**config.mk**
```make
export PLATFORM = sky130hd
export DESIGN_NAME = ram_browser
export DESIGN_NICKNAME = d
export VERILOG_FILES = /design/src/rtl/ram_browser_pkg.sv /design/src/rtl/ram_browser_key_debounce.sv /design/src/rtl/ram_browser.sv
export SDC_FILE = /design/constraint.sdc
export NUM_CORES = 1
export LEC_CHECK = 0
export BUFFER_PORTS_ARGS = -buffer_cell sky130_fd_sc_hd__buf_2
export CAP_MARGIN = 5
export CELL_PAD_IN_SITES_DETAIL_PLACEMENT = 1
export CELL_PAD_IN_SITES_GLOBAL_PLACEMENT = 1
export CORE_AREA = 4 4 118 120
export CTS_CLUSTER_SIZE = 10
export DETAILED_ROUTE_END_ITERATION = 6
export DIE_AREA = 0 0 122 124
export PLACE_DENSITY = 0.7
export SETUP_SLACK_MARGIN = 0.1
export SYNTH_ARGS = -nofsm -noshare
export SYNTH_HDL_FRONTEND = slang
export SYNTH_SLANG_ARGS = --single-unit
```
**constraint.sdc**
```tcl
create_clock -name clk_50 -period 4 [get_ports clk_50]
set_clock_uncertainty 0.05 [all_clocks]
set_input_delay 0.8 -clock clk_50 [delete_from_list [all_inputs] [get_ports clk_50]]
set_output_delay 0.8 -clock clk_50 [all_outputs]
set_load 0.05 [all_outputs]
```
**src/rtl/ram_browser_pkg.sv**
```systemverilog
// Shared FSM state type and default parameters for ram_browser.
// Macro RAM_BROWSER_CLEAR_EN adds the power-up/reset RAM clear state.
package ram_browser_pkg;

  localparam int unsigned DATA_W_DEF       = 4;
  localparam int unsigned ADDR_W_DEF       = 4;
  localparam int unsigned DEBOUNCE_CYC_DEF = 500000;

  typedef enum logic [2:0] {
`ifdef RAM_BROWSER_CLEAR_EN
    ST_CLR,
`endif
    ST_IDLE,
    ST_RD,
    ST_RD_WAIT,
    ST_WR,
    ST_WR_CHK
  } state_e;

endpackage

```
**src/rtl/ram_browser_key_debounce.sv**
```systemverilog
// Active-low key conditioner: 2-flop synchronizer, level debouncer, and a
// one-cycle press pulse on the debounced high-to-low transition.
module key_debounce
  import ram_browser_pkg::*;
#(
  parameter int unsigned DEBOUNCE_CYC = DEBOUNCE_CYC_DEF
) (
  input  logic clk_i,
  input  logic rst_ni,
  input  logic key_i,
  output logic press_o
);

  localparam int unsigned CNT_W = (DEBOUNCE_CYC > 1) ? $clog2(DEBOUNCE_CYC + 1) : 1;

  logic [1:0]       sync_q;
  logic             level_q, level_d;
  logic [CNT_W-1:0] cnt_q, cnt_d;
  logic             press_q, press_d;

  always_ff @(posedge clk_i or negedge rst_ni) begin
    if (!rst_ni) begin
      sync_q  <= '1;
      level_q <= 1'b1;
      cnt_q   <= '0;
      press_q <= 1'b0;
    end else begin
      sync_q  <= {sync_q[0], key_i};
      level_q <= level_d;
      cnt_q   <= cnt_d;
      press_q <= press_d;
    end
  end

  // Counter runs only while the synchronized sample disagrees with the level.
  always_comb begin
    level_d = level_q;
    cnt_d   = '0;
    if (sync_q[1] != level_q) begin
      if (cnt_q == CNT_W'(DEBOUNCE_CYC - 1)) begin
        level_d = sync_q[1];
      end else begin
        cnt_d = cnt_q + 1'b1;
      end
    end
    press_d = level_q & ~level_d;
  end

  assign press_o = press_q;

endmodule

```
**src/rtl/ram_browser.sv**
```systemverilog
// Key-driven RAM browser: step advances and reads, write stores sw and verifies.
// Macro RAM_BROWSER_CLEAR_EN enables zero-fill of the RAM after reset.
module ram_browser
  import ram_browser_pkg::*;
#(
  parameter int unsigned DATA_W       = DATA_W_DEF,
  parameter int unsigned ADDR_W       = ADDR_W_DEF,
  parameter int unsigned DEBOUNCE_CYC = DEBOUNCE_CYC_DEF
) (
  input  logic              clk_50,
  input  logic              rst_n,
  input  logic [1:0]        key,
  input  logic [DATA_W-1:0] sw,
  output logic [DATA_W-1:0] led,
  output logic [ADDR_W-1:0] addr,
  output logic              busy,
  output logic              err
);

`ifdef RAM_BROWSER_CLEAR_EN
  localparam state_e RST_STATE = ST_CLR;
  logic [ADDR_W-1:0] clr_q, clr_d;
`else
  localparam state_e RST_STATE = ST_IDLE;
`endif

  state_e            state_q, state_d;
  logic              step_pulse, wr_pulse;
  logic [ADDR_W-1:0] addr_q, addr_d;
  logic [DATA_W-1:0] led_q, led_d;
  logic              err_q, err_d;
  logic [DATA_W-1:0] wdat_q, wdat_d;

  logic              ram_we;
  logic [ADDR_W-1:0] ram_a;
  logic [DATA_W-1:0] ram_wd, ram_q;
  logic [DATA_W-1:0] mem [2**ADDR_W];

  key_debounce #(.DEBOUNCE_CYC(DEBOUNCE_CYC)) u_step (
    .clk_i(clk_50), .rst_ni(rst_n), .key_i(key[0]), .press_o(step_pulse)
  );
  key_debounce #(.DEBOUNCE_CYC(DEBOUNCE_CYC)) u_wr (
    .clk_i(clk_50), .rst_ni(rst_n), .key_i(key[1]), .press_o(wr_pulse)
  );

  // Write-first port: the written word appears on q at the write edge, so the
  // verify state can compare it in the following cycle.
  always_ff @(posedge clk_50) begin
    if (ram_we) begin
      mem[ram_a] <= ram_wd;
      ram_q      <= ram_wd;
    end else begin
      ram_q <= mem[ram_a];
    end
  end

  always_ff @(posedge clk_50 or negedge rst_n) begin
    if (!rst_n) state_q <= RST_STATE;
    else        state_q <= state_d;
  end

  always_comb begin
    state_d = state_q;
    case (state_q)
`ifdef RAM_BROWSER_CLEAR_EN
      ST_CLR:     if (clr_q == '1) state_d = ST_IDLE;
`endif
      ST_IDLE: begin
        if (wr_pulse)        state_d = ST_WR;
        else if (step_pulse) state_d = ST_RD;
      end
      ST_RD:      state_d = ST_RD_WAIT;
      ST_RD_WAIT: state_d = ST_IDLE;
      ST_WR:      state_d = ST_WR_CHK;
      ST_WR_CHK:  state_d = ST_IDLE;
      default:    state_d = ST_IDLE;
    endcase
  end

  always_comb begin
    busy   = (state_q != ST_IDLE);
    ram_we = 1'b0;
    ram_a  = addr_q;
    ram_wd = sw;
    addr_d = addr_q;
    led_d  = led_q;
    err_d  = err_q;
    wdat_d = wdat_q;
`ifdef RAM_BROWSER_CLEAR_EN
    clr_d  = clr_q;
`endif
    case (state_q)
`ifdef RAM_BROWSER_CLEAR_EN
      ST_CLR: begin
        ram_we = 1'b1;
        ram_a  = clr_q;
        ram_wd = '0;
        clr_d  = clr_q + 1'b1;
      end
`endif
      ST_IDLE:    if (!wr_pulse && step_pulse) addr_d = addr_q + 1'b1;
      ST_RD_WAIT: led_d = ram_q;
      ST_WR: begin
        ram_we = 1'b1;
        wdat_d = sw;
      end
      ST_WR_CHK: begin
        led_d = ram_q;
        if (ram_q != wdat_q) err_d = 1'b1;
      end
      default: ;
    endcase
  end

  always_ff @(posedge clk_50 or negedge rst_n) begin
    if (!rst_n) begin
      addr_q <= '0;
      led_q  <= '0;
      err_q  <= 1'b0;
      wdat_q <= '0;
`ifdef RAM_BROWSER_CLEAR_EN
      clr_q  <= '0;
`endif
    end else begin
      addr_q <= addr_d;
      led_q  <= led_d;
      err_q  <= err_d;
      wdat_q <= wdat_d;
`ifdef RAM_BROWSER_CLEAR_EN
      clr_q  <= clr_d;
`endif
    end
  end

  assign led  = led_q;
  assign addr = addr_q;
  assign err  = err_q;

endmodule
```
==> impl_summary.md <==
Worst hold path
The class of the most critical hold timing path is register to register.

Floorplanning
For this configuration, the core starts out at a cell density of 0.422. The die boundary height is 124 µm. The overall die width is 122 µm. The area of the die is 15,100 µm². The placeable core region is 13,000 µm². The row count is 42.

During I/O placement, the number of pins put on the boundary was 18.

Finish
The share of layout cells above drive strength 1 is 0.168. In the layout the commonest cells are sky130_fd_sc_hd__edfxtp_1 (64), sky130_fd_sc_hd__nor2_1 (58), sky130_fd_sc_hd__dfrtp_1 (56), sky130_fd_sc_hd__xnor2_1 (24), sky130_fd_sc_hd__nand2_1 (24). Compared with the post-synthesis result, the final layout area differs by 15.9%. The cell area after layout is 6340 µm². The count of antenna diodes in the layout is 0. The post-layout net count is 424.

The library cell used most frequently in the layout, excluding fill and tap cells, is sky130_fd_sc_hd__edfxtp_1.

STA
The remaining max-slew budget at the tightest pin is 0.351. Counting I/O delays and the setup requirement, the final critical path takes 2600 ps. The share of the cycle needed by the critical path after routing is 0.650. The final-report hold violation count is 0. The final sum of negative setup slack is 0 ps.

Setup repair after global routing left no endpoint under its margin. The max-slew violation count came to 0. Setup violations remaining at the end of the flow were counted as 0. For the pin with the worst max-slew slack, the measured transition is 973 ps. For this run, the top clock speed supported by timing is 385 MHz.

Synth
The xor-xnor portion of the synthesized cell area is 0.0718. Of all flip-flops after synthesis, the portion carrying an async set or reset was 0.477. The dominant combinational cell family by area after synthesis is simple AND/OR/NAND/NOR gates. The adder and majority gate portion of the synthesized area is 0.0137.

The sequential area share after synthesis is 0.651. The dominant synthesized flop cell is sky130_fd_sc_hd__edfxtp_1. The Yosys step of the flow raised 0 warnings. The post-synthesis mux area share is 0.115. The number of flops mapped to enable cells by yosys is 64. The number of storage elements in the synthesis netlist is 130.

In this run the cell area of the synthesized design comes to 5470 µm². The number of instances in the synthesized netlist is 382. Dividing the synthesized area by the synthesized cell count gives 14.3 µm². The basic-gate share of the synthesized area counting and, or, nand and nor cells is 0.128. Synthesis instantiated 42 different standard cells from the library. The compound-gate portion of the synthesized area was 0.00480.

The net count of the mapped netlist is 396.

Clock tree
TritonCTS built the clock tree. The clock sink total is 130. The insertion delay of the later-clocked pin in the worst-skew pair is 410 ps.

The number of resized instances in the post-cts repair step is 0. The number of buffers inserted during clock tree synthesis is 17. After clock tree synthesis, the clock-pin slew on the worst setup and hold paths is 60 ps.

The root buffer cell is sky130_fd_sc_hd__clkbuf_16. The count of buffers added by post-CTS timing repair for setup is 0. Hold repair after CTS inserted 0 buffers. Counting along the longest clock path gives a buffer depth of 2. The total number of H-tree levels is 4.

Setup path
STA classifies the critical path endpoint as a register. The critical path contains buffers and inverters numbering 0 combined. STA classifies the critical path startpoint as a register. The largest stage delay on the critical path is 960 ps.

The kind of cell adding the most delay to the critical path is multiplexers. The signal on the critical path passes through mux2i_1, mux4_2, mux2i_1, xnor2_1, nand4_1, a31o_1. For this design, the slowest cell found on the critical path is sky130_fd_sc_hd__dfxtp_1. The cell that appears most often on the critical path is sky130_fd_sc_hd__mux2i_1. By startpoint and endpoint, the worst setup path is classified as register to register. Along the worst path, the maximum fanout reaches 20. At the worst endpoint, the required time is 4250 ps. The data arrival time at the worst-slack endpoint is 2850 ps.

Drt
Summed over all layers, the routed wires come to 11.4 mm. The number of iterations in the first detailed-routing pass is 5. After detailed routing, the number of vias per cell comes to 5.08. In this run the remaining antenna-violating nets after routing total 0. In the routed design, unresolved DRC markers number 0. The number of vias in the routed layout is 3,043.

The wire length per cell is 19.0 µm. After the first detailed-routing iteration, the DRC count stood at 139.

GRT
The pin count of the biggest net entering global routing is 41. The overall overflow remaining after global route is 0. The number of antenna violations at the first check in global routing came to 0. The via count of the first global-routing pass is 3,391. The global routing usage summed across all routing layers is 0.168. The first global-routing pass estimated 18.7 mm of wire.

Power
The power density over the cells is 488 nW/µm². The leakage power figure is 2.41 nW. The worst-case IR drop observed on VDD is 0.000293 V.

Place
Summing all placed instances gives a cell area of 5720 µm². At the end of routability-driven placement, the weighted congestion stood at 0.775. In this run the tool buffered the top-level ports with 17 buffer cells. Once detailed placement completed, the half-perimeter wirelength came to 7.25 mm.

Status
The run finished with clean final reports.

Job
Across the run, the number of max-cap violations was 0.
## registers in the layout, indices dropped and copies added (netlist names), 2 cells and up, named ones only
name and cells:
mem 64, wdat_q 4, u_wr.cnt_q 19, u_step.sync_q 2, u_wr.sync_q 2, state_q 3
u_step.cnt_q 19, led 4, addr 4
## cell usage after synthesis (all sizes together) (5+ instances only)
| cell | n | area, µm² |
|---|---|---|
| buf | 8 | 61.3 |
| nor3 | 7 | 35.0 |
| nand3 | 15 | 75.1 |
| mux2 | 10 | 116 |
| nand4 | 6 | 37.5 |
| dfrtp | 56 | 1400 |
| ha | 6 | 75.1 |
| dfstp | 6 | 158 |
| nand2 | 24 | 90.1 |
| nor2 | 58 | 218 |
| edfxtp | 64 | 1920 |
| and2 | 5 | 31.3 |
| mux2i | 17 | 170 |
| mux4 | 14 | 345 |
| and4 | 7 | 61.3 |
| xor2 | 20 | 183 |
| xnor2 | 24 | 210 |
## logic make-up after synthesis
logic type	count (synthesis)
and+or+nand+nor	143
DFF	130
xor gates and xnor gates	44
muxes	41
buffers and inverters	14
adders and majority gates	6
AOI/OAI and AO/OA	4
## per-stage QoR
stage / utilization / hold slack, ps / power [mW] / instances / setup slack (ps)
3_3_place_gp: 0.441 / 298 / 1.49 / 567 / 1540
3_5_place_dp: 0.441 / 299 / 1.49 / 567 / 1410
6_report: 0.489 / 306 / 3.10 / 599 / 1400
4_1_cts: 0.489 / 307 / 3.13 / 599 / 1360
2_1_floorplan: - / 295 / 1.46 / 382 / 2110
5_1_grt: 0.489 / 308 / 3.21 / 599 / 1180
## worst paths after layout
path,start,end,slack (ps),cells past startpoint
setup / recovery,register,err$_DFFE_PN0P_,1400,6
hold reg to reg,u_step.sync_q[0]$_DFF_PN1_,u_step.sync_q[1]$_DFF_PN1_,310,0
min in group asynchronous,rst_n,err$_DFFE_PN0P_,460,1
setup reg to reg,register,err$_DFFE_PN0P_,1400,6
hold / removal,u_step.sync_q[0]$_DFF_PN1_,u_step.sync_q[1]$_DFF_PN1_,310,0
max in group asynchronous,rst_n,u_wr.level_q$_DFF_PN1_,2600,2
## area by class of cell
| type | count | area [µm²] |
|---|---|---|
| clock inverter | 10 | 156 |
| clock buffer | 22 | 464 |
| sequential | 130 | 3560 |
| timing repair buffer | 19 | 100 |
| multi-input combinational | 238 | 1830 |
| inverter | 4 | 15.0 |
| fill | 1327 | 6640 |
| tap | 176 | 220 |
## metal layers
layer,share of wire,track usage
met1,0.44,0.207
met2,0.52,0.284
met3,0.028,0.0522
met4,0.0099,0.0525
met5,0,0
## worst register-to-register path, cell delays in order, from the launching register on
cell and delay, ps:
sky130_fd_sc_hd__dfxtp_1 960, sky130_fd_sc_hd__mux2i_1 190, sky130_fd_sc_hd__mux4_2 520, sky130_fd_sc_hd__mux2i_1 280
sky130_fd_sc_hd__xnor2_1 170, sky130_fd_sc_hd__nand4_1 110, sky130_fd_sc_hd__a31o_1 220
## power by group
part	switching, mW	internal [mW]	total (mW)
Combinational	0.0338	0.00954	0.0434
Sequential	0.00651	1.41	1.42
Clock	0.560	1.07	1.63
Power figures use the tool's default switching activity.
